[config.mk]
export PLATFORM = sky130hd
export DESIGN_NAME = fp_op_scheduler_flat
export DESIGN_NICKNAME = d
export VERILOG_FILES = /design/src/rtl/fp_sched_pkg.sv /design/src/rtl/fp_op_scheduler_if.sv /design/src/rtl/fp_op_scheduler_arb.sv /design/src/rtl/fp_op_scheduler.sv /design/src/flat_wrapper.sv
export SDC_FILE = /design/constraint.sdc
export NUM_CORES = 1
export LEC_CHECK = 0
export ABC_AREA = 1
export BUFFER_PORTS_ARGS = -buffer_cell sky130_fd_sc_hd__clkbuf_2
export CAP_MARGIN = 30
export CORE_AREA = 2 2 142 144
export DETAILED_ROUTE_END_ITERATION = 10
export DIE_AREA = 0 0 144 146
export PLACE_DENSITY_LB_ADDON = 0.05
export SYNTH_ARGS = -nofsm -noshare
export SYNTH_HDL_FRONTEND = slang
export SYNTH_SLANG_ARGS = --single-unit
[constraint.sdc]
create_clock -name clk -period 5.5 [get_ports clk]
set_input_delay 0.55 -clock clk [delete_from_list [all_inputs] [get_ports clk]]
set_output_delay 0.55 -clock clk [all_outputs]
set_load 0.005 [all_outputs]
[src/rtl/fp_sched_pkg.sv]
// ---------------------------------------------------------------------------
// fp_sched_pkg
// Shared definitions for the fixed-point operation scheduler: request
// opcodes and the sequencer state encoding.
// ---------------------------------------------------------------------------
package fp_sched_pkg;

   localparam logic [1:0] OP_ADD  = 2'b00;
   localparam logic [1:0] OP_MUL  = 2'b01;
   localparam logic [1:0] OP_DIV  = 2'b10;
   localparam logic [1:0] OP_RSVD = 2'b11;

   typedef enum logic [2:0] {
      IDLE,
      ADD_EXEC,
      DIV_START,
      DIV_WAIT,
      RESP
   } sched_state_t;

endpackage

[src/rtl/fp_op_scheduler_if.sv]
// ---------------------------------------------------------------------------
// fp_op_scheduler_if
// Request/response bundle between the two requesters and the scheduler.
//   req_valid[1:0]  per-requester request valid
//   req_ready[1:0]  per-requester accept (one-hot or zero)
//   req_op0/1       opcodes, req_a0/b0/a1/b1 operands
//   rsp_valid/ready response handshake
//   rsp_id          requester that issued the op
//   rsp_data        result (0 on error), rsp_err error flag
// master = requester side, slave = scheduler side.
// ---------------------------------------------------------------------------
interface fp_op_scheduler_if;

   logic [1:0]  req_valid;
   logic [1:0]  req_ready;
   logic [1:0]  req_op0;
   logic [1:0]  req_op1;
   logic [31:0] req_a0;
   logic [31:0] req_b0;
   logic [31:0] req_a1;
   logic [31:0] req_b1;
   logic        rsp_valid;
   logic        rsp_ready;
   logic        rsp_id;
   logic [31:0] rsp_data;
   logic        rsp_err;

   modport master (
      output req_valid, req_op0, req_op1, req_a0, req_b0, req_a1, req_b1,
      input  req_ready,
      input  rsp_valid, rsp_id, rsp_data, rsp_err,
      output rsp_ready
   );

   modport slave (
      input  req_valid, req_op0, req_op1, req_a0, req_b0, req_a1, req_b1,
      output req_ready,
      output rsp_valid, rsp_id, rsp_data, rsp_err,
      input  rsp_ready
   );

endinterface

[src/rtl/fp_op_scheduler_arb.sv]
// ---------------------------------------------------------------------------
// fp_rr_arb2
// Two-input round-robin grant. A lone request is granted outright; on a tie
// the requester other than last_grant wins. last_grant only moves when the
// caller reports an accept, so an unserved grant does not rotate priority.
//   clk, rst  clock, async active-high reset (last_grant resets to 1)
//   req       request bits
//   accept    update last_grant from the current grant
//   grant     one-hot grant, zero when no request
// ---------------------------------------------------------------------------
module fp_rr_arb2 (
   input  logic       clk,
   input  logic       rst,
   input  logic [1:0] req,
   input  logic       accept,
   output logic [1:0] grant
);

   logic last_grant;

   always_comb begin
      // NOTE: default assignment first so no path through the case leaves
      // grant unassigned, which would infer a latch.
      grant = 2'b00;
      case (req)
         2'b01:   grant = 2'b01;
         2'b10:   grant = 2'b10;
         2'b11:   grant = last_grant ? 2'b01 : 2'b10;
         default: grant = 2'b00;
      endcase
   end

   // NOTE: state is updated with non-blocking assignments so every register
   // samples pre-edge values regardless of statement order.
   always_ff @(posedge clk or posedge rst) begin
      if (rst)
         last_grant <= 1'b1;
      else if (accept)
         last_grant <= grant[1];
   end

endmodule

[src/rtl/fp_op_scheduler.sv]
// ---------------------------------------------------------------------------
// fp_op_scheduler
// Arbitrates two requesters onto the shared fixed-point adder (single cycle,
// combinational) and divider (start/complete handshake), then returns the
// result with the requester ID on a back-pressured response port. Mul and the
// reserved opcode, and divider hangs, come back as error responses.
//   DIV_TIMEOUT        max DIV_WAIT cycles before the divide is aborted
//   clk, rst           clock, async active-high reset
//   bus                request/response bundle (slave side)
//   add_a, add_b       registered adder operands; add_c adder result
//   div_a, div_b       registered dividend/divisor
//   div_start          one-cycle divider start pulse
//   div_q, div_complete divider quotient and done
// ---------------------------------------------------------------------------
module fp_op_scheduler
   import fp_sched_pkg::*;
#(
   parameter int DIV_TIMEOUT = 64
) (
   input  logic                 clk,
   input  logic                 rst,
   fp_op_scheduler_if.slave     bus,
   output logic [31:0]          add_a,
   output logic [31:0]          add_b,
   input  logic [31:0]          add_c,
   output logic [31:0]          div_a,
   output logic [31:0]          div_b,
   output logic                 div_start,
   input  logic [31:0]          div_q,
   input  logic                 div_complete
);

   // Counter only needs to reach DIV_TIMEOUT-1.
   localparam int               CNT_W    = (DIV_TIMEOUT > 1) ? $clog2(DIV_TIMEOUT) : 1;
   localparam logic [CNT_W-1:0] CNT_LAST = CNT_W'(DIV_TIMEOUT - 1);

   sched_state_t     state;
   logic [CNT_W-1:0] div_cnt;
   logic [1:0]       grant;
   logic [1:0]       req_ready_int;
   logic             accept;
   logic             sel_id;
   logic [1:0]       sel_op;
   logic [31:0]      sel_a;
   logic [31:0]      sel_b;

   fp_rr_arb2 u_arb (
      .clk    (clk),
      .rst    (rst),
      .req    (bus.req_valid),
      .accept (accept),
      .grant  (grant)
   );

   // Ready is only offered while idle and out of reset; grant is already a
   // subset of req_valid, so any ready bit implies a handshake.
   assign req_ready_int = (state == IDLE && !rst) ? grant : 2'b00;
   assign bus.req_ready = req_ready_int;
   assign accept        = |req_ready_int;

   assign sel_id = grant[1];
   assign sel_op = sel_id ? bus.req_op1 : bus.req_op0;
   assign sel_a  = sel_id ? bus.req_a1  : bus.req_a0;
   assign sel_b  = sel_id ? bus.req_b1  : bus.req_b0;

   always_ff @(posedge clk or posedge rst) begin
      if (rst) begin
         state         <= IDLE;
         div_cnt       <= '0;
         div_start     <= 1'b0;
         add_a         <= '0;
         add_b         <= '0;
         div_a         <= '0;
         div_b         <= '0;
         bus.rsp_valid <= 1'b0;
         bus.rsp_id    <= 1'b0;
         bus.rsp_data  <= '0;
         bus.rsp_err   <= 1'b0;
      end else begin
         // Pulse: only the IDLE->DIV_START transition raises it again.
         div_start <= 1'b0;
         case (state)
            IDLE: begin
               if (accept) begin
                  bus.rsp_id <= sel_id;
                  case (sel_op)
                     OP_ADD: begin
                        add_a <= sel_a;
                        add_b <= sel_b;
                        state <= ADD_EXEC;
                     end
                     OP_DIV: begin
                        div_a     <= sel_a;
                        div_b     <= sel_b;
                        div_start <= 1'b1;
                        state     <= DIV_START;
                     end
                     default: begin
                        bus.rsp_data  <= '0;
                        bus.rsp_err   <= 1'b1;
                        bus.rsp_valid <= 1'b1;
                        state         <= RESP;
                     end
                  endcase
               end
            end
            ADD_EXEC: begin
               bus.rsp_data  <= add_c;
               bus.rsp_err   <= 1'b0;
               bus.rsp_valid <= 1'b1;
               state         <= RESP;
            end
            DIV_START: begin
               // div_complete is deliberately ignored in the start cycle.
               div_cnt <= '0;
               state   <= DIV_WAIT;
            end
            DIV_WAIT: begin
               // Complete is tested first so it wins over a same-cycle timeout.
               if (div_complete) begin
                  bus.rsp_data  <= div_q;
                  bus.rsp_err   <= 1'b0;
                  bus.rsp_valid <= 1'b1;
                  state         <= RESP;
               end else if (div_cnt == CNT_LAST) begin
                  bus.rsp_data  <= '0;
                  bus.rsp_err   <= 1'b1;
                  bus.rsp_valid <= 1'b1;
                  state         <= RESP;
               end else begin
                  div_cnt <= div_cnt + 1'b1;
               end
            end
            RESP: begin
               if (bus.rsp_ready) begin
                  bus.rsp_valid <= 1'b0;
                  state         <= IDLE;
               end
            end
            default: state <= IDLE;
         endcase
      end
   end

endmodule
[src/flat_wrapper.sv]
// flat-port wrapper written by rule: the top's interface ports become plain ports
module fp_op_scheduler_flat import fp_sched_pkg::*;
#(
   parameter int DIV_TIMEOUT = 64
)
  (clk, rst, add_a, add_b, add_c, div_a, div_b, div_start, div_q, div_complete, bus_req_valid, bus_req_op0, bus_req_op1, bus_req_a0, bus_req_b0, bus_req_a1, bus_req_b1, bus_req_ready, bus_rsp_valid, bus_rsp_id, bus_rsp_data, bus_rsp_err, bus_rsp_ready);
  fp_op_scheduler_if bus_i ();
  input  logic clk;
  input  logic rst;
  output logic [31:0] add_a;
  output logic [31:0] add_b;
  input  logic [31:0] add_c;
  output logic [31:0] div_a;
  output logic [31:0] div_b;
  output logic div_start;
  input  logic [31:0] div_q;
  input  logic div_complete;
  input wire logic [$bits(bus_i.req_valid)-1:0] bus_req_valid;
  input wire logic [$bits(bus_i.req_op0)-1:0] bus_req_op0;
  input wire logic [$bits(bus_i.req_op1)-1:0] bus_req_op1;
  input wire logic [$bits(bus_i.req_a0)-1:0] bus_req_a0;
  input wire logic [$bits(bus_i.req_b0)-1:0] bus_req_b0;
  input wire logic [$bits(bus_i.req_a1)-1:0] bus_req_a1;
  input wire logic [$bits(bus_i.req_b1)-1:0] bus_req_b1;
  output wire logic [$bits(bus_i.req_ready)-1:0] bus_req_ready;
  output wire logic [$bits(bus_i.rsp_valid)-1:0] bus_rsp_valid;
  output wire logic [$bits(bus_i.rsp_id)-1:0] bus_rsp_id;
  output wire logic [$bits(bus_i.rsp_data)-1:0] bus_rsp_data;
  output wire logic [$bits(bus_i.rsp_err)-1:0] bus_rsp_err;
  input wire logic [$bits(bus_i.rsp_ready)-1:0] bus_rsp_ready;
  assign bus_i.req_valid = bus_req_valid;
  assign bus_i.req_op0 = bus_req_op0;
  assign bus_i.req_op1 = bus_req_op1;
  assign bus_i.req_a0 = bus_req_a0;
  assign bus_i.req_b0 = bus_req_b0;
  assign bus_i.req_a1 = bus_req_a1;
  assign bus_i.req_b1 = bus_req_b1;
  assign bus_req_ready = bus_i.req_ready;
  assign bus_rsp_valid = bus_i.rsp_valid;
  assign bus_rsp_id = bus_i.rsp_id;
  assign bus_rsp_data = bus_i.rsp_data;
  assign bus_rsp_err = bus_i.rsp_err;
  assign bus_i.rsp_ready = bus_rsp_ready;
  fp_op_scheduler #(.DIV_TIMEOUT(DIV_TIMEOUT)) u_core (.clk(clk), .rst(rst), .bus(bus_i), .add_a(add_a), .add_b(add_b), .add_c(add_c), .div_a(div_a), .div_b(div_b), .div_start(div_start), .div_q(div_q), .div_complete(div_complete));
endmodule
==> results of run 1 <==
-- worst min path at each step --
stage                                        from  slack, ns                      end  depth (start not counted)
final                                         rst       0.27   u_core.bus.rsp_data[5]                          2
after global routing                          rst       0.31  u_core.bus.rsp_data[11]                          2
after CTS                                     rst       0.29  u_core.bus.rsp_data[11]                          2
after detailed placement  u_core.bus.rsp_data[23]       0.46  u_core.bus.rsp_data[23]                          2
after global placement     u_core.bus.rsp_data[1]       0.45   u_core.bus.rsp_data[1]                          2
after floorplan           u_core.u_arb.last_grant       0.45  u_core.u_arb.last_grant                          2
-- sequential cells by signal (all words and copies together) (netlist names) --
signal                   count
u_core.bus.rsp_data         32
u_core.div_start             1
u_core.add_a                32
u_core.bus.rsp_err           1
u_core.div_b                32
u_core.u_arb.last_grant      1
u_core.bus.rsp_valid         1
u_core.div_a                32
u_core.state                 3
u_core.add_b                32
u_core.bus.rsp_id            1
u_core.div_cnt               6
-- worst register-to-register path: cells and delay by family, from the launching register on --
| kind | cells | cell delay [ns] |
|---|---|---|
| AO/OA/AOI/OAI | 2 | 0.34 |
| buffers and inverters | 3 | 0.87 |
| flip-flops | 1 | 0.55 |
| AND/OR/NAND/NOR | 4 | 1.09 |
-- where the power goes --
| part | leakage, nW | internal, W | switching [W] |
|---|---|---|---|
| Sequential | 2.22 | 0.00188 | 0.000327 |
| Combinational | 3.20 | 0.000835 | 0.000994 |
| Clock | 0.282 | 0.000649 | 0.000526 |
-- Yosys cell counts --
cell	number	share of area, %
buf_2	15	0.98
ha_1	1	0.16
nand2_1	221	11
nand2_4	1	0.15
buf_6	14	2.1
nand3_1	9	0.59
inv_1	23	1.1
a21oi_1	2	0.13
xor2_1	4	0.46
nor3_1	1	0.065
nor2_1	14	0.69
a22oi_1	32	3.1
o21ai_1	66	4.3
dfrtp_1	173	57
nand4_1	1	0.082
mux2i_1	64	8.4
nand2_2	3	0.25
nand3b_1	1	0.098
o21ai_2	54	6.2
buf_4	13	1.3
clkbuf_1	3	0.15
nor2_2	4	0.33
inv_2	2	0.098
nand3_2	1	0.13
o21ai_0	19	1.2
dfstp_2	1	0.34
-- per-layer routing --
layer,track usage [%],vias up,share of wire (%)
li1,-,3199,-
met1,25.0,2952,41
met2,35.2,210,52
met3,4.64,15,6.0
met4,5.25,0,1.0
met5,0,-,0
-- final cells by class --
cell class | count | area share (%)
Clock buffer | 20 | 4.40
Inverter | 25 | 0.974
Tap cell | 265 | 3.27
Timing Repair Buffer | 375 | 19.0
Multi-Input combinational cell | 498 | 28.2
Sequential cell | 174 | 42.9
Clock inverter | 12 | 1.23
-- stage by stage --
step,hold WS [ns],area (µm²),power (W)
final,0.270,10100,0.00522
after global routing,0.315,10100,0.00562
after CTS,0.286,10100,0.00531
after detailed placement,0.457,9580,0.00411
after global placement,0.455,9530,0.00408
after floorplan,0.449,7640,0.00316
-- cell families after synthesis --
group / count (synthesis)
buffers and inverters: 70
xor gates and xnor gates: 4
and+or+nand+nor: 256
muxes: 64
adders and majority gates: 1
DFF: 174
AOI/OAI and AO/OA: 173
==> impl_summary.md, run 1 <==
Placed design
Routability-driven placement finished with a final weighted congestion of 0.788. In this run the tool buffered the top-level ports with 367 buffer cells. The total half-perimeter wirelength after legalization and detailed placement is 16100 µm. The minimum setup slack after placement is 2.43 ns. Including well taps, the total number of placed cells is 1337.

Logic synthesis
The complex-gate fraction of the synthesized area is 15.0%. The synthesized instance count is 742. The distinct cell type count after synthesis is 26.

The synthesized design contains 174 register bits. The share of cell area taken by muxes after synthesis is 8.39%. During synthesis, Yosys emitted a total of 0 warnings. The sequential cell area fraction in the yosys report is 57.0%. The post-synthesis share of cell area spent on xor and xnor gates is 0.459%. Of the total synthesized cell area, the portion taken by full adders, half adders and majority gates is 0.164%. The netlist area before placement is 7640 µm².

The per-instance average area after synthesis is 10.3 µm². The area share of and/or/nand/nor cells after synthesis is 13.2%. When the netlist entered floorplanning its net count stood at 945. By area, the combinational part of the netlist is dominated by compound AO/OA/AOI/OAI gates.

Floorplan
During I/O placement, the number of pins put on the boundary was 368. Measured along the y axis, the die boundary spans 146 µm. The total core area is 19300 µm². The floorplan has 51 rows. The overall die area is 21000 µm².

The die boundary width is 144 µm. The initial core utilization is 39.5%.

Run
Across the run, the number of max-cap violations was 0.

Routing
The number of detailed-routing iterations run before antenna repair is 4. In this run, the number of DRC markers left after iteration 0 of detailed routing was 254. After detailed routing, the total wire length is 21100 µm.

Dividing the detail-routed via count by the number of cells gives 4.66. The detailed router placed 6376 vias in this run. The number of design rule violations left after detail routing is 0. The wire length per cell is 15.4 µm. The detail route stage leaves a number of antenna-violating nets equal to 0.

Clock network
The total clock sinks is 174. The clock tree from TritonCTS is built. Buffers inserted during clock tree synthesis total 17.

The count of buffers added by post-CTS timing repair for setup is 0. The clock passes through at most 2 buffers. In this run, post-CTS hold repair placed 0 buffers. The H-tree depth reported by CTS is 4. The clock-pin slew on the worst setup and hold paths is 0.07 ns. The tree is rooted in a clkbuf_16.

The post-CTS resize count is 0. The insertion delay of the later-clocked pin in the worst-skew pair is 0.42 ns.

Hold path
The kind of path behind the tightest hold check is in -> async.

Timing
The clock period minus final worst setup slack is 2.93 ns. In the post-route analysis, the smallest setup slack over all paths is 2.57 ns. Across the routed clock network, the largest skew measured is 0.00910 ns. The number of max-slew violations in the final report was 0. The number of hold violations in the final report is 0.

Setup repair after global routing left no endpoint under its margin. The share of the clock period used by the worst path is 53.3%. The highest achievable clock rate is 341 MHz. Setup total negative slack on the finished layout was measured at 0 ns. Headroom to the max-slew limit came out at 49.8%. The transition time at the pin with the least slew margin is 0.752 ns. Setup violations remaining at the end of the flow were counted as 0.

Critical path
In this run the number of cells on the critical path is 9. The capture point of the worst reg-to-reg path is u_core.div_a[18]. The critical path in this run is classified as reg -> reg.

Walking the worst path, the cells encountered are nand2_2 -> nand2_4 -> inv_2 -> o21ai_2 -> inv_2 -> nand2_4 -> buf_4 -> nand2_1 -> o21ai_1. For flop-to-flop paths, the worst setup slack is 2.57 ns. The critical path starts at u_core.u_arb.last_grant. The critical path contains buffers and inverters numbering 3 combined. STA classifies the critical path endpoint as a flip-flop.

In this run the critical register-to-register path is launched from u_core.u_arb.last_grant. The slowest cell on the critical path is buf_4. The number of cell instances on the worst register-to-register path is 9.

The arrival time reported for the critical path endpoint is 3.27 ns. Data on the critical path is required at its endpoint by 5.84 ns. In this design, the stage delay of the slowest critical-path cell is 0.60 ns. Among cell families on the critical path, the largest total delay comes from simple AND/OR/NAND/NOR gates. Of all nets on the critical path, the largest fanout is 70. The capturing instance or port of the critical path is u_core.div_a[18].

The startpoint type of the worst setup path is a flip-flop.

Layout
Relative to the synthesized area, the layout overhead comes to 32.8%. The repair_antennas step left the layout with diodes totalling 0. In the final layout, the share of cells above drive strength 1 is 43.0%. The number of nets in the layout is 1294. The top cell types in the final layout, fill and taps aside, are 367 x clkbuf_2, 219 x nand2_1, 173 x dfrtp_1, 66 x o21ai_1, 64 x mux2i_1. The final non-filler cell total is 1369. The leading cell type in the layout, fill and taps excluded is clkbuf_2.

The count of filler cells inserted in the layout is 1872. The end-of-flow core utilization is 52.5%. The footprint of the multi-input gates is 2870 µm². The register area is 4360 µm².

Pwr
The analysis attributes to cell leakage a power of 5.70 nW. The worst vdd rail ir drop is 0.221 mV. For this design the ratio of total power to cell area is 514 nW/µm².

Global routing
The first global-routing pass estimated 32800 µm of wire. The pin count of the biggest net entering global routing is 79. The number of global-route vias before repair is 6048.

For this run the aggregate overflow at the end of global routing stands at 0. The global-route usage over all layers is 20.1%. The initial antenna violation count is 0.

Status
The run finished with clean final reports.
Power figures use the tool's default switching activity.
==> inputs of run 2 (changes only) <==
Settings changed: ABC_AREA 1 to 0, CORE_AREA 2 2 142 144 to 2 2 144 146, DIE_AREA 0 0 144 146 to 0 0 146 148.
Clock period 5.5 ns to 2.75 ns, I/O delays scaled along.
==> impl_summary.md, run 2 <==
Routing
Summing over every cut layer, the via total after detailed routing is 5964. The total detailed-routing wirelength is 20500 µm. In the routed layout, each cell is associated on average with a via count of 4.87. The number of design rule violations left after detail routing is 0.

In this run the remaining antenna-violating nets after routing total 0. The pre-antenna-repair detailed-routing pass consisted of 4 iterations. The DRC marker count from the first detailed-route iteration is 175.

Dividing the detail-routed wire length by the instance count gives 16.7 µm.

Pwr
The worst vdd rail ir drop is 0.446 mV. Summed over all cells, the static leakage comes to 5.24 nW. The ratio of total power to cell area is 969 nW/µm².

Critical path
The worst setup path is launched from a flip-flop. The type of the worst setup path is reg -> reg. STA classifies the critical path endpoint as a flip-flop. The arrival time reported for the critical path endpoint is 2.53 ns.

The critical path goes through nor4_2 -> o21ai_1 -> a21oi_4 -> buf_12 -> mux2_2. The top fanout value on the critical path is 33. For this run, the slowest stage of the critical path takes 0.53 ns. On the critical path, the stage with the largest delay is an instance of dfrtp_1.

The required time reported for the critical path endpoint is 3.04 ns.

Timing
The worst slack on hold paths is 0.00418 ns. In this run the tightest slew margin relative to its limit is 50.3%. Setup violations remaining at the end of the flow were counted as 0. Setup repair after global routing left no endpoint under its margin. The highest achievable clock rate is 446 MHz. For the final routed database, the setup TNS stands at 0 ns. The transition time at the pin with the least slew margin is 0.743 ns.

The number of max-slew violations in the final report is 0. The worst path uses 81.5% of the clock period. The setup skew after layout is 0.0114 ns. The smallest clock period supported by the final layout is computed as 2.24 ns. The number of hold violations in the final report is 0. The final worst setup slack is 0.509 ns.

Status
The flow ran to the end, and the final reports show no timing, DRC or antenna violations.

Clock network
The total clock sinks is 174. The largest buffer count on any clock path is 2. The clock tree synthesis step divided the H-tree into 4 levels.

The insertion delay of the later-clocked pin in the worst-skew pair is 0.42 ns. TritonCTS built the clock tree. The number of gates resized after CTS was 0. CTS placed an instance of clkbuf_16 at the clock tree root. The quantity of hold-fixing buffers added after cts is 0. After clock tree synthesis, the clock-pin slew on the worst setup and hold paths is 0.06 ns.

The CTS buffer count is 17. The count of buffers added by post-CTS timing repair for setup is 0.

Logic synthesis
After synthesis, the largest area contributor takes up 55.7% of total cell area. The number of enable flip-flop cells after synthesis is 0. After synthesis, the most frequently instantiated cells are 190 x mux2_2, 173 x dfrtp_1, 37 x inv_1, 32 x a22oi_1, 22 x o21ai_0. Counting every instance in the synthesized netlist gives 572. The Yosys warning count is 0. The dominant cell type by area after synthesis is dfrtp_1.

The async set-reset flop share out of synthesis is 100%. In the post-synthesis netlist, the biggest area contributors are dfrtp_1 56%, mux2_2 28%, a22oi_1 3.1%, inv_1 1.8%, o21ai_0 1.4%. The leading register cell type out of synthesis is dfrtp_1. In this run the mean area of a mapped cell was 13.6 µm². The cell area that synthesis handed to floorplanning was 7770 µm². Sequential elements use 56.1% of the synthesized area. By instance count, the leading cell after synthesis is mux2_2. The synthesized design contains 174 register bits. After synthesis, the netlist uses 47 different library cells. The number of nets in the synthesized netlist is 775.

Global routing
The initial antenna violation count came to 1. Entering global routing, the biggest net connects 41 pins. The total congestion overflow is 0.

The first global-routing pass estimated 32300 µm of wire. The number of global-route vias before repair is 6195. Global routing used 19.0% of the available tracks across all layers.

Hold path
The kind of path behind the tightest hold check is in -> async.

Layout
The end-of-flow core utilization is 52.7%. The top cell types in the final layout, fill and taps aside, are 367 x clkbuf_2, 190 x mux2_2, 173 x dfrtp_1, 36 x inv_1, 32 x a22oi_1. The repair_antennas step left the layout with diodes totalling 0. The register area is 4360 µm². The finished cells cover 10600 µm². The area growth from synthesis to layout is 35.9%.

At the end of the flow, the number of nets in the layout was 1144. The count of filler cells inserted in the layout is 1817. The multi-input combinational cells in the finished layout cover a total of 3100 µm².

The library cell used most frequently in the layout, excluding fill and tap cells, is clkbuf_2. Of the cells placed in the final design, the portion with a size suffix greater than 1 is 64.2%.

Placed design
The count of port buffers added during placement is 367. The HPWL after detailed placement is 15800 µm. The placed standard-cell area is 9970 µm². The global placement routability congestion is 0.789.

The minimum setup slack after placement is 0.518 ns.

Floorplan
The floorplan has 52 rows. The die covers 21600 µm². The initial core utilization is 38.8%.

The total core area is 20000 µm². Measured along the x axis, the die boundary spans 146 µm. The die height is 148 µm. For this design the top-level I/O count stands at 368.

Run
Max-cap violations in this run came to 0.
## run 2: per-layer routing
layer / vias to the layer above / share of wire (%) / global-route usage [%]
met3: 17 / 6.7 / 5.28
met5: - / 0 / 0
met1: 2933 / 39 / 21.4
li1: 2787 / - / -
met2: 227 / 53 / 34.9
met4: 0 / 1.4 / 5.63
## run 2: area by class of cell
class	instances	area share, %
timing repair buffer	382	19.3
sequential	174	41.3
clock inverter	12	1.17
multi-input combinational	329	29.4
inverter	37	1.35
clock buffer	20	4.33
tap	270	3.20
## run 2: cell families after synthesis
family	after synthesis	share of synthesized area, %
buf+inv	69	4.27
compound gates	92	8.07
fa+ha+maj	1	0.161
mux	196	28.4
xor+xnor	3	0.338
flops	174	56.1
simple gates	37	2.72
## run 2: power breakdown
part	switching, W	total (W)	internal [W]
Sequential	0.000652	0.00437	0.00372
Clock	0.00104	0.00236	0.00132
Combinational	0.00154	0.00350	0.00196
## run 2: worst paths after layout
check | depth (start not counted) | to | slack (ns) | start
max reg2reg | 5 | u_core.add_b[29] | 0.51 | u_core.state[2]
min in group clk | 3 | u_core.bus.rsp_data[17] | 0.09 | div_q[17]
min reg2reg | 1 | u_core.add_a[5] | 0.49 | u_core.add_a[5]
max in group asynchronous | 3 | u_core.u_arb.last_grant | 1.85 | rst
min | 2 | u_core.div_cnt[1] | 0.004 | rst
max | 5 | u_core.add_b[29] | 0.51 | u_core.state[2]
## run 2: per-stage QoR
step | std cells | power [W]
floorplan | 572 | 0.00610
global placement | 1192 | 0.00788
detailed placement | 1192 | 0.00800
CTS | 1224 | 0.0104
global route | 1224 | 0.0109
finish | 1224 | 0.0102
## run 2: worst max-delay path, delay by kind of cell (launching register included)
kind,cells,cell delay [ns]
AND/OR/NAND/NOR,1,0.51
buffers and inverters,1,0.24
multiplexers,1,0.36
AO/OA/AOI/OAI,2,0.45
flip-flops,1,0.53
==> inputs of run 3 (changes only) <==
Settings changed: ABC_AREA 0 to 1, CORE_AREA 2 2 144 146 to 2 2 143 145, DIE_AREA 0 0 146 148 to 0 0 145 147.
Clock period 2.75 ns to 2.1 ns, I/O delays scaled along.
==> impl_summary.md, run 3 (synthesis gave the netlist of run 1 again) <==
Status
The flow ran to the end, and the final reports show no timing, DRC or antenna violations.

Hold path
In this run the worst hold path is classified as in -> reg.

Layout
The count of antenna diodes in the layout is 0. The count of cells in the finished layout, fillers not included, comes to 1397. The multi-input combinational cells in the finished layout cover a total of 2870 µm².

Leaving out fill and tap cells, the most frequent cells in the layout are 367 x clkbuf_2, 219 x nand2_1, 173 x dfrtp_1, 66 x o21ai_1, 64 x mux2i_1. The number of nets in the layout is 1317. The area growth from synthesis to layout is 37.3%. The sequential cells in the finished layout cover a total of 4360 µm². Fill cells in the final layout number 1888. Leaving out fill and tap cells, the most frequent cell in the layout is clkbuf_2. The post-route netlist has 43.2% of its cells at a drive strength greater than 1.

Global routing
Across every metal layer, demand over resource in global routing totals 19.8%. The first global-routing pass estimated 33300 µm of wire. The pin count of the biggest net entering global routing is 73. The initial antenna violation count is 0. The total overflow left after global routing is 0. The number of global-route vias before repair is 6218.

Clock network
After clock tree synthesis, the clock-pin slew on the worst setup and hold paths is 0.07 ns. The CTS buffer count is 17. The cell sitting at the root of the clock tree is a clkbuf_16.

Counting along the longest clock path gives a buffer depth of 2. Once the clock tree was built, the setup fixing pass inserted 0 buffers. The H-tree was split into 4 levels. The total clock sinks is 174. The later pin in the worst-skew pair is clocked with a latency of 0.43 ns.

The clock tree from TritonCTS is built.

Placed design
The congestion estimate from routability-driven global placement came to 0.779. The count of port buffers added during placement is 367. The wire-length estimate of the detail-placed layout is 15900 µm. The number of cells after detailed placement is 1353.

Routing
In the routed design, unresolved DRC markers number 0. For this block, the initial DRC count from the detailed router was 257. The number of nets with antenna violations after routing is 0. The routed layout has 6401 vias. The total detailed-routing wirelength is 20800 µm. The number of detailed-routing iterations run before antenna repair is 7. Using the TritonRoute via totals, the vias-per-cell ratio works out to 4.58.

After detailed routing, the average wire length per cell comes to 14.9 µm.

Critical path
For the worst setup path, the data arrival time is 2.23 ns. For this design, the slowest cell found on the critical path is dfstp_2. For flop-to-flop paths, the worst setup slack is 0.22 ns. Broken down by cell family, the worst path's largest delay share belongs to buffers and inverters. The largest incremental delay on the critical path is 0.54 ns. Traced cell by cell, the critical path runs through nand2_2 -> nand2_4 -> inv_2 -> o21ai_2 -> inv_2 -> nand2_4 -> buf_6 -> nand2_1 -> o21ai_2. The required time reported for the critical path endpoint is 2.44 ns. The sum of buffers and inverters on the critical path is 3. STA classifies the critical path startpoint as a flip-flop. The kind of end point of the critical path is a flip-flop.

The setup path with the least slack is of type reg -> reg. The top fanout value on the critical path is 72.

Pwr
The part of the power in combinational logic is 35.7%. For this design the total switching power over the nets is 0.00483 W. Across the VDD grid, the largest voltage drop is 0.547 mV. The switching part of the total is 35.0%.

Power comes to 0.0138 W. The cell internal power dissipation is 0.00895 W. The part of the power in the clock network is 22.4%. The ratio of total power to cell area is 1310 nW/µm². For this design the static power due to leakage is 5.85 nW. The sequential fraction of design power is 41.9%.

Timing
The number of max-slew violations in the final report came to 0. The headroom to the max-slew limit is 53.2%. Across all hold checks on the routed design, the worst slack comes to 0.0156 ns. After layout, the worst path uses 89.7% of the clock period. The number of hold violations in the final report is 0. The highest achievable clock rate is 531 MHz. Setup repair after global routing left no endpoint under its margin. Subtracting the final worst setup slack from the clock period gives 1.88 ns. Setup violations remaining at the end of the flow were counted as 0. The setup skew after layout is 0.0105 ns. The transition time at the pin with the least slew margin is 0.702 ns.

Floorplan
The die height is 147 µm. The region available for standard cell placement spans 19800 µm². The die is 145 µm wide. For this configuration, the core starts out at a cell density of 38.5%. The number of top-level pins is 368. The floorplan step defined a die boundary enclosing 21300 µm². The floorplan has 52 rows.

Run
Across the run, the number of max-cap violations was 0.
## run 3: metrics by stage
step | TNS, ns | util, % | setup WS (ns) | instance area (µm²)
floorplan | -57.76 | - | -0.334 | 7640
global placement | 0 | 49.3 | 0.0705 | 9790
detailed placement | 0 | 49.3 | 0.0370 | 9790
CTS | 0 | 52.8 | 0.0105 | 10500
global route | 0 | 52.9 | 0.0135 | 10500
finish | 0 | 52.9 | 0.217 | 10500
## run 3: worst min-delay path, stage by stage
cell and delay, ns:
clkbuf_2 0.07, a22oi_1 0.05, nand2_1 0.07
## run 3: metal layers
layer | global-route usage, % | wire length (µm)
met1 | 24.8 | 8720
met2 | 33.5 | 10400
met3 | 4.66 | 1200
met4 | 7.23 | 457
met5 | 0 | 0
## run 3: area by class of cell
cell class              instances  area share (%)
well taps                     270            3.22
multi-input cells             498            27.3
flip-flops and latches        174            41.5
inverters                      25           0.930
clock buffers                  20            4.35
clock inverters                12            1.19
repair buffers                398            21.5
## run 3: timing repair
item / in CTS / in global routing
endpoints found under the hold margin: 24 / 1
hold buffers: 11 / 1
gates resized for setup: 0 / 1
setup endpoints to repair: 0 / 36
## run 3: power by group through the flow
stage / sequential, W / clock (W) / combinational (W)
floorplan: 0.00594 / 0 / 0.00235
global placement: 0.00579 / 0 / 0.00495
detailed placement: 0.00582 / 0 / 0.00502
CTS: 0.00578 / 0.00318 / 0.00503
global route: 0.00599 / 0.00332 / 0.00552
finish: 0.00577 / 0.00309 / 0.00492
## run 3: path summary, 6_finish.rpt
check	cells after the start	from	endpoint
min reg2reg	2	u_core.bus.rsp_data[21]	u_core.bus.rsp_data[21]
min in group asynchronous	3	rst	u_core.bus.rsp_err
max reg2reg	9	u_core.u_arb.last_grant	u_core.add_b[22]
max in group asynchronous	4	rst	u_core.div_b[28]
max	9	u_core.u_arb.last_grant	u_core.add_b[22]
min	3	div_q[30]	u_core.bus.rsp_data[30]
